File: src/rtl/buzz_arbiter.sv
// Four-player buzzer arbiter: first eligible press in an armed window wins, ties broken round-robin.
// Optional FALSE_START_EN macro adds per-player lockout for presses made before the window opens.
module buzz_arbiter #(
    parameter int TIMEOUT_CYCLES = 250000000,
    parameter int W              = 8
) (
    input  logic           clk,
    input  logic           rst_n,
    input  logic           arm,
    input  logic           ack,
    input  logic [3:0]     btn,
    input  logic [4*W-1:0] sw,
    output logic           busy,
    output logic           valid,
    output logic [1:0]     winner,
    output logic [W-1:0]   answer,
    output logic           timeout,
    output logic [3:0]     lockout
);

    // state   | meaning
    // IDLE    | waiting for arm; no window open
    // ARMED   | answer window running, watching for presses
    // HOLD    | winner/answer captured, waiting for ack
    // TOUT    | window expired with no eligible press, waiting for ack

    localparam int CW = (TIMEOUT_CYCLES > 1) ? $clog2(TIMEOUT_CYCLES) : 1;
    localparam logic [CW-1:0] LAST = CW'(TIMEOUT_CYCLES - 1);

    typedef enum logic [1:0] {IDLE, ARMED, HOLD, TOUT} state_t;

    state_t        state;
    logic [CW-1:0] count;
    logic [1:0]    rr_ptr;
    logic [3:0]    btn_q;
    logic [3:0]    press;
    logic [3:0]    eligible;
    logic          pick_found;
    logic [1:0]    pick;
    logic [1:0]    idx;
    logic [W-1:0]  sw_sel;

    assign press    = btn & ~btn_q;
    assign eligible = press & ~lockout;
    assign sw_sel   = sw[W*int'(pick) +: W];

    // Scan from rr_ptr upward, wrapping at 4; first eligible presser wins.
    always_comb begin
        pick_found = 1'b0;
        pick       = rr_ptr;
        idx        = rr_ptr;
        for (int k = 0; k < 4; k++) begin
            idx = rr_ptr + 2'(k);
            if (!pick_found && eligible[idx]) begin
                pick_found = 1'b1;
                pick       = idx;
            end
        end
    end

`ifdef FALSE_START_EN
    always_ff @(posedge clk) begin
        if (!rst_n) begin
            lockout <= 4'b0000;
        end else if (state == IDLE) begin
            lockout <= lockout | press;
        end else if ((state == HOLD || state == TOUT) && ack) begin
            lockout <= 4'b0000;
        end
    end
`else
    assign lockout = 4'b0000;
`endif

    always_ff @(posedge clk) begin
        if (!rst_n) begin
            state   <= IDLE;
            count   <= '0;
            rr_ptr  <= 2'd0;
            btn_q   <= 4'b0000;
            busy    <= 1'b0;
            valid   <= 1'b0;
            timeout <= 1'b0;
            winner  <= 2'd0;
            answer  <= '0;
        end else begin
            btn_q <= btn;
            case (state)
                IDLE: begin
                    if (arm) begin
                        state <= ARMED;
                        count <= '0;
                        busy  <= 1'b1;
                    end
                end
                ARMED: begin
                    // A press on the expiry cycle still wins over timeout.
                    if (pick_found) begin
                        state  <= HOLD;
                        winner <= pick;
                        answer <= sw_sel;
                        valid  <= 1'b1;
                    end else if (arm) begin
                        count <= '0;
                    end else if (count == LAST) begin
                        state   <= TOUT;
                        timeout <= 1'b1;
                    end else begin
                        count <= count + CW'(1);
                    end
                end
                HOLD: begin
                    if (ack) begin
                        state  <= IDLE;
                        valid  <= 1'b0;
                        busy   <= 1'b0;
                        rr_ptr <= winner + 2'd1;
                    end
                end
                TOUT: begin
                    if (ack) begin
                        state   <= IDLE;
                        timeout <= 1'b0;
                        busy    <= 1'b0;
                    end
                end
                default: begin
                    state   <= IDLE;
                    busy    <= 1'b0;
                    valid   <= 1'b0;
                    timeout <= 1'b0;
                end
            endcase
        end
    end

endmodule

File: config.mk
export PLATFORM = sky130hd
export DESIGN_NAME = buzz_arbiter
export DESIGN_NICKNAME = d
export VERILOG_FILES = /design/src/rtl/buzz_arbiter.sv
export SDC_FILE = /design/constraint.sdc
export NUM_CORES = 1
export LEC_CHECK = 0
export ABC_CLOCK_PERIOD_IN_PS = 2600
export BUFFER_PORTS_ARGS = -buffer_cell sky130_fd_sc_hd__buf_2
export CORE_ASPECT_RATIO = 0.8
export CORE_MARGIN = 2
export CORE_UTILIZATION = 30
export CTS_CLUSTER_DIAMETER = 50
export CTS_CLUSTER_SIZE = 10
export DETAILED_ROUTE_END_ITERATION = 16
export PLACE_DENSITY_LB_ADDON = 0.3
export SETUP_SLACK_MARGIN = 0.2
export SYNTH_ARGS = -nofsm -noshare
export SYNTH_HDL_FRONTEND = slang
export SYNTH_SLANG_ARGS = --single-unit
File: constraint.sdc
create_clock -name clk -period 2.6 [get_ports clk]
set_input_delay 0 -clock clk [delete_from_list [all_inputs] [get_ports clk]]
set_output_delay 0 -clock clk [all_outputs]
set_load 0.05 [all_outputs]
==> results of run 1 <==
==> state kept, by name, summed over array words and instances (netlist names) <==
name     flops
timeout      1
busy         1
rr_ptr       2
state        2
valid        1
btn_q        4
winner       2
count       28
answer       8
==> worst reg2reg max path, delay by kind of cell, from the launching register on <==
kind	cells	cell delay, ps
flops	1	430
compound gates	2	390
buf+inv	1	210
simple gates	4	1160
==> routing by layer <==
layer / GRT usage (%) / vias up / wire (um)
li1: - / 1332 / -
met1: 22.1 / 1256 / 3700
met2: 21.9 / 58 / 3170
met3: 2.21 / 6 / 355
met4: 4.26 / 0 / 79
met5: 0 / - / 0
==> per-stage QoR <==
| stage | instance area (um2) | total power, mW | util, % |
|---|---|---|---|
| after floorplan | 2690 | 1.03 | - |
| after global placement | 3080 | 1.11 | 36.0 |
| after detailed placement | 3080 | 1.11 | 36.0 |
| after CTS | 3260 | 1.69 | 38.1 |
| after global routing | 3340 | 1.77 | 39.0 |
| final | 3340 | 1.71 | 39.0 |
==> worst max-delay path by stage <==
| stage | endpoint | slack, ps | cells after the start |
|---|---|---|---|
| floorplan | count[9] | 520 | 8 |
| global placement | count[23] | 250 | 7 |
| detailed placement | count[23] | 250 | 7 |
| CTS | count[23] | 220 | 7 |
| global route | count[11] | 200 | 8 |
| finish | count[25] | 320 | 7 |
==> synthesized netlist by cell type (all sizes together), types with 2 or more instances <==
cell type / count
nand4: 12
nor4b: 2
and2: 5
nor2b: 5
or4: 5
and3: 8
nand2b: 7
buf: 11
xor2: 2
o41ai: 2
nor2: 24
nor4bb: 2
nor3: 6
inv: 3
or3: 8
o21ai: 19
nand2: 34
mux2i: 18
clkbuf: 6
and4: 2
o221ai: 8
a21oi: 32
o31ai: 4
nor4: 3
a211oi: 2
o211ai: 2
o21a: 2
nand3: 12
dfxtp: 49
nand4b: 2
xnor2: 6
==> final cells by class <==
| cell class | count | area, um2 | share of cell area, % |
|---|---|---|---|
| multi-input cells | 255 | 1610 | 48.1 |
| flip-flops and latches | 49 | 981 | 29.4 |
| repair buffers | 78 | 485 | 14.5 |
| well taps | 112 | 140 | 4.19 |
| clock buffers | 7 | 86.3 | 2.58 |
| clock inverters | 1 | 30.0 | 0.899 |
| inverters | 3 | 11.3 | 0.337 |
==> repair_timing <==
item | in CTS | in global routing
endpoints found under the hold margin | 6 | 0
setup endpoints to repair | 0 | 11
hold buffers | 7 | 0
resized for setup | 0 | 2
setup buffers | 0 | 7
==> kinds of logic (layout without fill, tap and decap cells) <==
family	after synthesis	after routing	synth area share (%)
flops	49	49	36.7
xor+xnor	8	8	2.62
mux	18	18	6.74
buf+inv	20	89	4.12
simple gates	141	141	28.4
fa+ha+maj	1	1	0.468
compound gates	83	83	20.8
other cells	1	4	0.140
==> report_power, final <==
| group | switching [mW] | internal [mW] |
|---|---|---|
| clock | 0.270 | 0.314 |
| combinational | 0.202 | 0.133 |
| sequential | 0.0176 | 0.772 |
| total | 0.490 | 1.22 |
==> qor.yml, run 1 <==
placement:
  post-place-ws_ps: 249
  gp_congestion: 0.929
  dpl.cell_count: 483
  portBuffers: 52
  dp_hpwl_um: 5370
hold_path:
  min_to: "answer[1]"
  worstHoldStart: "sw[17]"
  hold_depth: 3
  hold_class: "in -> reg"
floorplan:
  start_util_pct: 31.2
  dieArea_um2: 9690
  num_rows: 30
  die_height_um: 88.4
  die_x_um: 110
  boundaryPins: 57
  design.core.area_um2: 8560
timing:
  hold_viol: 0
  slew_viol_final: 0
  max_freq_ghz: 0.438
  hold_slack_ps: 0.0958
  fin_crit_ps: 2280
  fin_ws_ps: 317
  fin_skew_ps: 12.7
  slew_headroom_pct: 50.5
  finalSetupTns_ps: 0
  setup_violations: 0
  worst_pin_slew_ps: 736
  min_period_over_period_pct: 87.8
  rsz0062_at_grt: "no"
critical_path:
  path_delay_family: "simple AND/OR/NAND/NOR gates"
  required_ps: 2800
  cp_data_arrival_time_ps: 2480
  reg2reg_slack_ps: 320
  r2r-start: "count[2]"
  cp-start-kind: "register"
  critPathBufInv: 1
  r2r_end: "count[25]"
  startpoint: "count[2]"
  r2r_cells: 7
  cp_max_fo: 8
  cp_slowest_cell: "or4_1"
  end_kind: "register"
  critPathMaxStageDelay_ps: 590
  worst-setup-path-type: "reg -> reg"
  path_cells: "and4_1, nand3_1, or4_1, buf_4, a22o_1, nand4b_1, a21oi_1"
layout:
  drive_gt1_share_pct: 22.1
  nFillCells: 884
  area_growth_pct: 25.0
  final_common_cell: "buf_2"
  layout_common_cells: "buf_2, dfxtp_1, nand2_1"
  finalNetCount: 433
  antennaDiodeCount: 0
  stdcell_count: 505
routing:
  ant_nets: 0
  vias: 2652
  wl_per_cell_um: 14.5
  drt-initial-drc-count: 188
  drc_errors: 0
  routed_wl_um: 7300
  dr.pass1.iters: 4
  via_per_inst: 5.25
synth:
  synth_area_um2: 2670
  synth_top_area_cell: "dfxtp_1"
  ys_seq_area_share_pct: 36.7
  synth_edf_count: 0
  syn_avg_cell_area_um2: 8.33
  synthTopCellsByArea: "dfxtp_1, mux2i_1, a21oi_1, nand2_1, nor2_1"
  synthArstFlopShare_pct: 0
  synth_seq_cells: 49
  synth.distinct_cells: 55
  syn_inst: 321
  synth_flop_cell: "dfxtp_1"
  synth_top_area_share_pct: 36.7
  ys_warn_count: 0
grt:
  grt_use_total_pct: 14.8
  antenna_found_initial: 0
  grt_pass1_vias: 2392
  grt_pass1_wl_um: 11600
  grt_max_degree: 19
  grt_remaining_overflow: 0
power_and_ir_drop:
  pwr_density_cell_nw_per_um2: 511
  p_leak_nw: 1.26
  irDropWorstVdd_uv: 327
status:
  status: "complete, no violations"
clock_tree:
  clock_path_buffers: 2
  clk_pin_slew_ps: 90
  h-tree-depth: 2
  cts_sinks: 49
  insertion_delay_ps: 310
  cts_root_buffer: "clkbuf_8"
  cts_tree: "done"
  numCtsBuffers: 5
run:
  maxCapViolations: 0
Power figures use the tool's default switching activity.
==> run 2: changes to the inputs <==
Settings changed: ABC_CLOCK_PERIOD_IN_PS 2600 to 2400, CORE_MARGIN 2 to default, CTS_BUF_LIST from default to sky130_fd_sc_hd__clkbuf_4.
Clock period 2.6 ns to 2.4 ns, I/O delays scaled along.
==> run 2 against run 1 <==
- critical path depth stayed put
- worst setup slack improved by 15 ps
- clock skew grew 13 ps
- register-to-register slack better by 20 ps
- global-route usage increased by 2.6 points
- non-clock buffer count grew 35
- cell count rose by 6.9%
- clock power down 31%
- fmax increased by 10%
- sequential cell count unchanged
==> qor.yml, run 2 (synthesized netlist as in run 1, its figures left out) <==
power_and_ir_drop:
  pwr_density_cell_nw_per_um2: 456  # -11%
  irDropWorstVdd_uv: 222  # -32%
  p_leak_nw: 1.39  # +9.9%
  p_seq_share_pct: 51.5  # +5.3 points
  combPwrFrac_pct: 24.1  # +4.5 points
  p_sw_mw: 0.527  # +7.7%
  switching_share_pct: 31.7  # +3.1 points
  clkPwrFrac_pct: 24.4  # -9.8 points
  p_int_mw: 1.14  # -6.8%
layout:
  stdcell_count: 540  # +6.9%
  antennaDiodeCount: 0  # unchanged
  finalNetCount: 468  # +8.1%
  regArea_um2: 990  # +0.89%
  final_common_cell: "buf_2"
  layout_common_cells: "buf_2, dfxtp_1, dlygate4sd3_1"
  top_register: "count"
  largestRegisters: "count x28, answer x8, btn_q x4"
  largest_reg_flops: 28  # unchanged
  nFillCells: 853  # -3.5%
  multi_input_area_um2: 1620  # +1.0%
  area_growth_pct: 36.5
  drive_gt1_share_pct: 23.1  # +0.99 points
run:
  maxCapViolations: 0  # unchanged
placement:
  portBuffers: 52  # unchanged
  dp_hpwl_um: 5240  # -2.5%
  dpl.cell_count: 487  # +0.83%
  gp_congestion: 0.890  # -4.1%
timing:
  hold_viol: 0  # unchanged
  fin_crit_ps: 2070  # -215 ps
  finalSetupTns_ps: 0  # unchanged
  setup_violations: 0  # unchanged
  rsz0062_at_grt: "yes"
  fin_skew_ps: 25.6  # +12.8 ps
  min_period_over_period_pct: 86.2  # -1.6 points
  max_freq_ghz: 0.483  # +10%
  slew_viol_final: 0  # unchanged
status:
  status: "complete, no violations"
routing:
  drc_errors: 0  # unchanged
  dr.pass1.iters: 4  # unchanged
  ant_nets: 0  # unchanged
  vias: 2834  # +6.9%
  drt-initial-drc-count: 200  # +6.4%
  via_per_inst: 5.25  # about the same
  wl_per_cell_um: 14.7  # +1.4%
  routed_wl_um: 7920  # +8.4%
clock_tree:
  cts_root_buffer: "clkbuf_4"
  h-tree-depth: 2  # unchanged
  cts_tree: "done"
  clock_path_buffers: 2  # unchanged
  numCtsBuffers: 5  # unchanged
  insertion_delay_ps: 380  # +70 ps
  clk_pin_slew_ps: 160  # +70 ps
  cts_sinks: 49  # unchanged
grt:
  grt_pass1_wl_um: 12700  # +9.8%
  grt_remaining_overflow: 0  # unchanged
  antenna_found_initial: 0  # unchanged
  grt_pass1_vias: 2600  # +8.7%
  grt_max_degree: 18  # -1
  grt_use_total_pct: 17.4  # +2.6 points
critical_path:
  cp_data_arrival_time_ps: 2400  # -80 ps
  end_kind: "register"
  required_ps: 2730  # -70 ps
  cp-start-kind: "register"
  cp_max_fo: 4  # -4
  r2r_cells: 7  # unchanged
  worst-setup-path-type: "reg -> reg"
hold_path:
  hold_depth: 4  # +1
  hold_class: "in -> reg"
floorplan:
  dieArea_um2: 9300  # -4.0%
  die_height_um: 86.4  # -2.3%
  die_x_um: 108  # -1.8%
  boundaryPins: 57  # unchanged
  design.core.area_um2: 8560  # unchanged
  num_rows: 30  # unchanged
  start_util_pct: 31.2  # unchanged
[run 2: layout make-up]
cell class | instances | area share, %
Clock inverter | 2 | 0.412
Inverter | 3 | 0.309
Clock buffer | 6 | 1.23
Multi-Input combinational cell | 255 | 44.5
Tap cell | 112 | 3.84
Sequential cell | 49 | 27.1
Timing Repair Buffer | 113 | 22.6
[run 2: final timing paths]
check | from | end | slack (ps)
setup reg to reg | count[0] | count[20] | 330
setup / recovery | count[0] | count[20] | 330
hold reg to reg | answer[0] | answer[0] | 470
hold / removal | arm | count[2] | 60
[run 2: per-stage QoR]
| step | setup slack, ps | cell area, um2 | util, % | hold slack (ps) | total power, mW |
|---|---|---|---|---|---|
| 3_5_place_dp | 255 | 3110 | 36.3 | 234 | 1.21 |
| 4_1_cts | 213 | 3590 | 41.9 | 57.3 | 1.67 |
| 5_1_grt | 164 | 3650 | 42.6 | 72.3 | 1.75 |
| 3_3_place_gp | 249 | 3110 | 36.3 | 228 | 1.20 |
| 6_report | 332 | 3650 | 42.6 | 62.7 | 1.66 |
| 2_1_floorplan | 323 | 2690 | - | 119 | 1.11 |
[run 2: power groups by stage]
stage / Combinational, mW / Clock, mW / Sequential (mW)
after global placement: 0.333 / 0 / 0.872
after CTS: 0.388 / 0.429 / 0.855
after detailed placement: 0.335 / 0 / 0.872
after global routing: 0.431 / 0.456 / 0.860
final: 0.401 / 0.406 / 0.856
after floorplan: 0.192 / 0 / 0.919
[run 2: worst max-delay path: stages (launching register included)]
cell       delay (ps)
dfxtp_2           380
ha_1              160
nand2_1           100
or4b_2            680
o2111ai_2         260
nand2_1           140
nand3_1           130
mux2i_1           170
[run 2: what timing repair did]
action                                  4_1_cts  5_1_grt
resized for setup                             0       12
endpoints found under the setup margin        0       29
setup buffers                                 0        3
endpoints found under the hold margin        17        0
hold buffers                                 42        0
[run 2: routing by layer]
layer	part of all wire, %	global-route usage (%)
met5	0	0
met4	2.9	7.22
met3	4.3	3.38
met2	44	26.6
met1	49	24.1
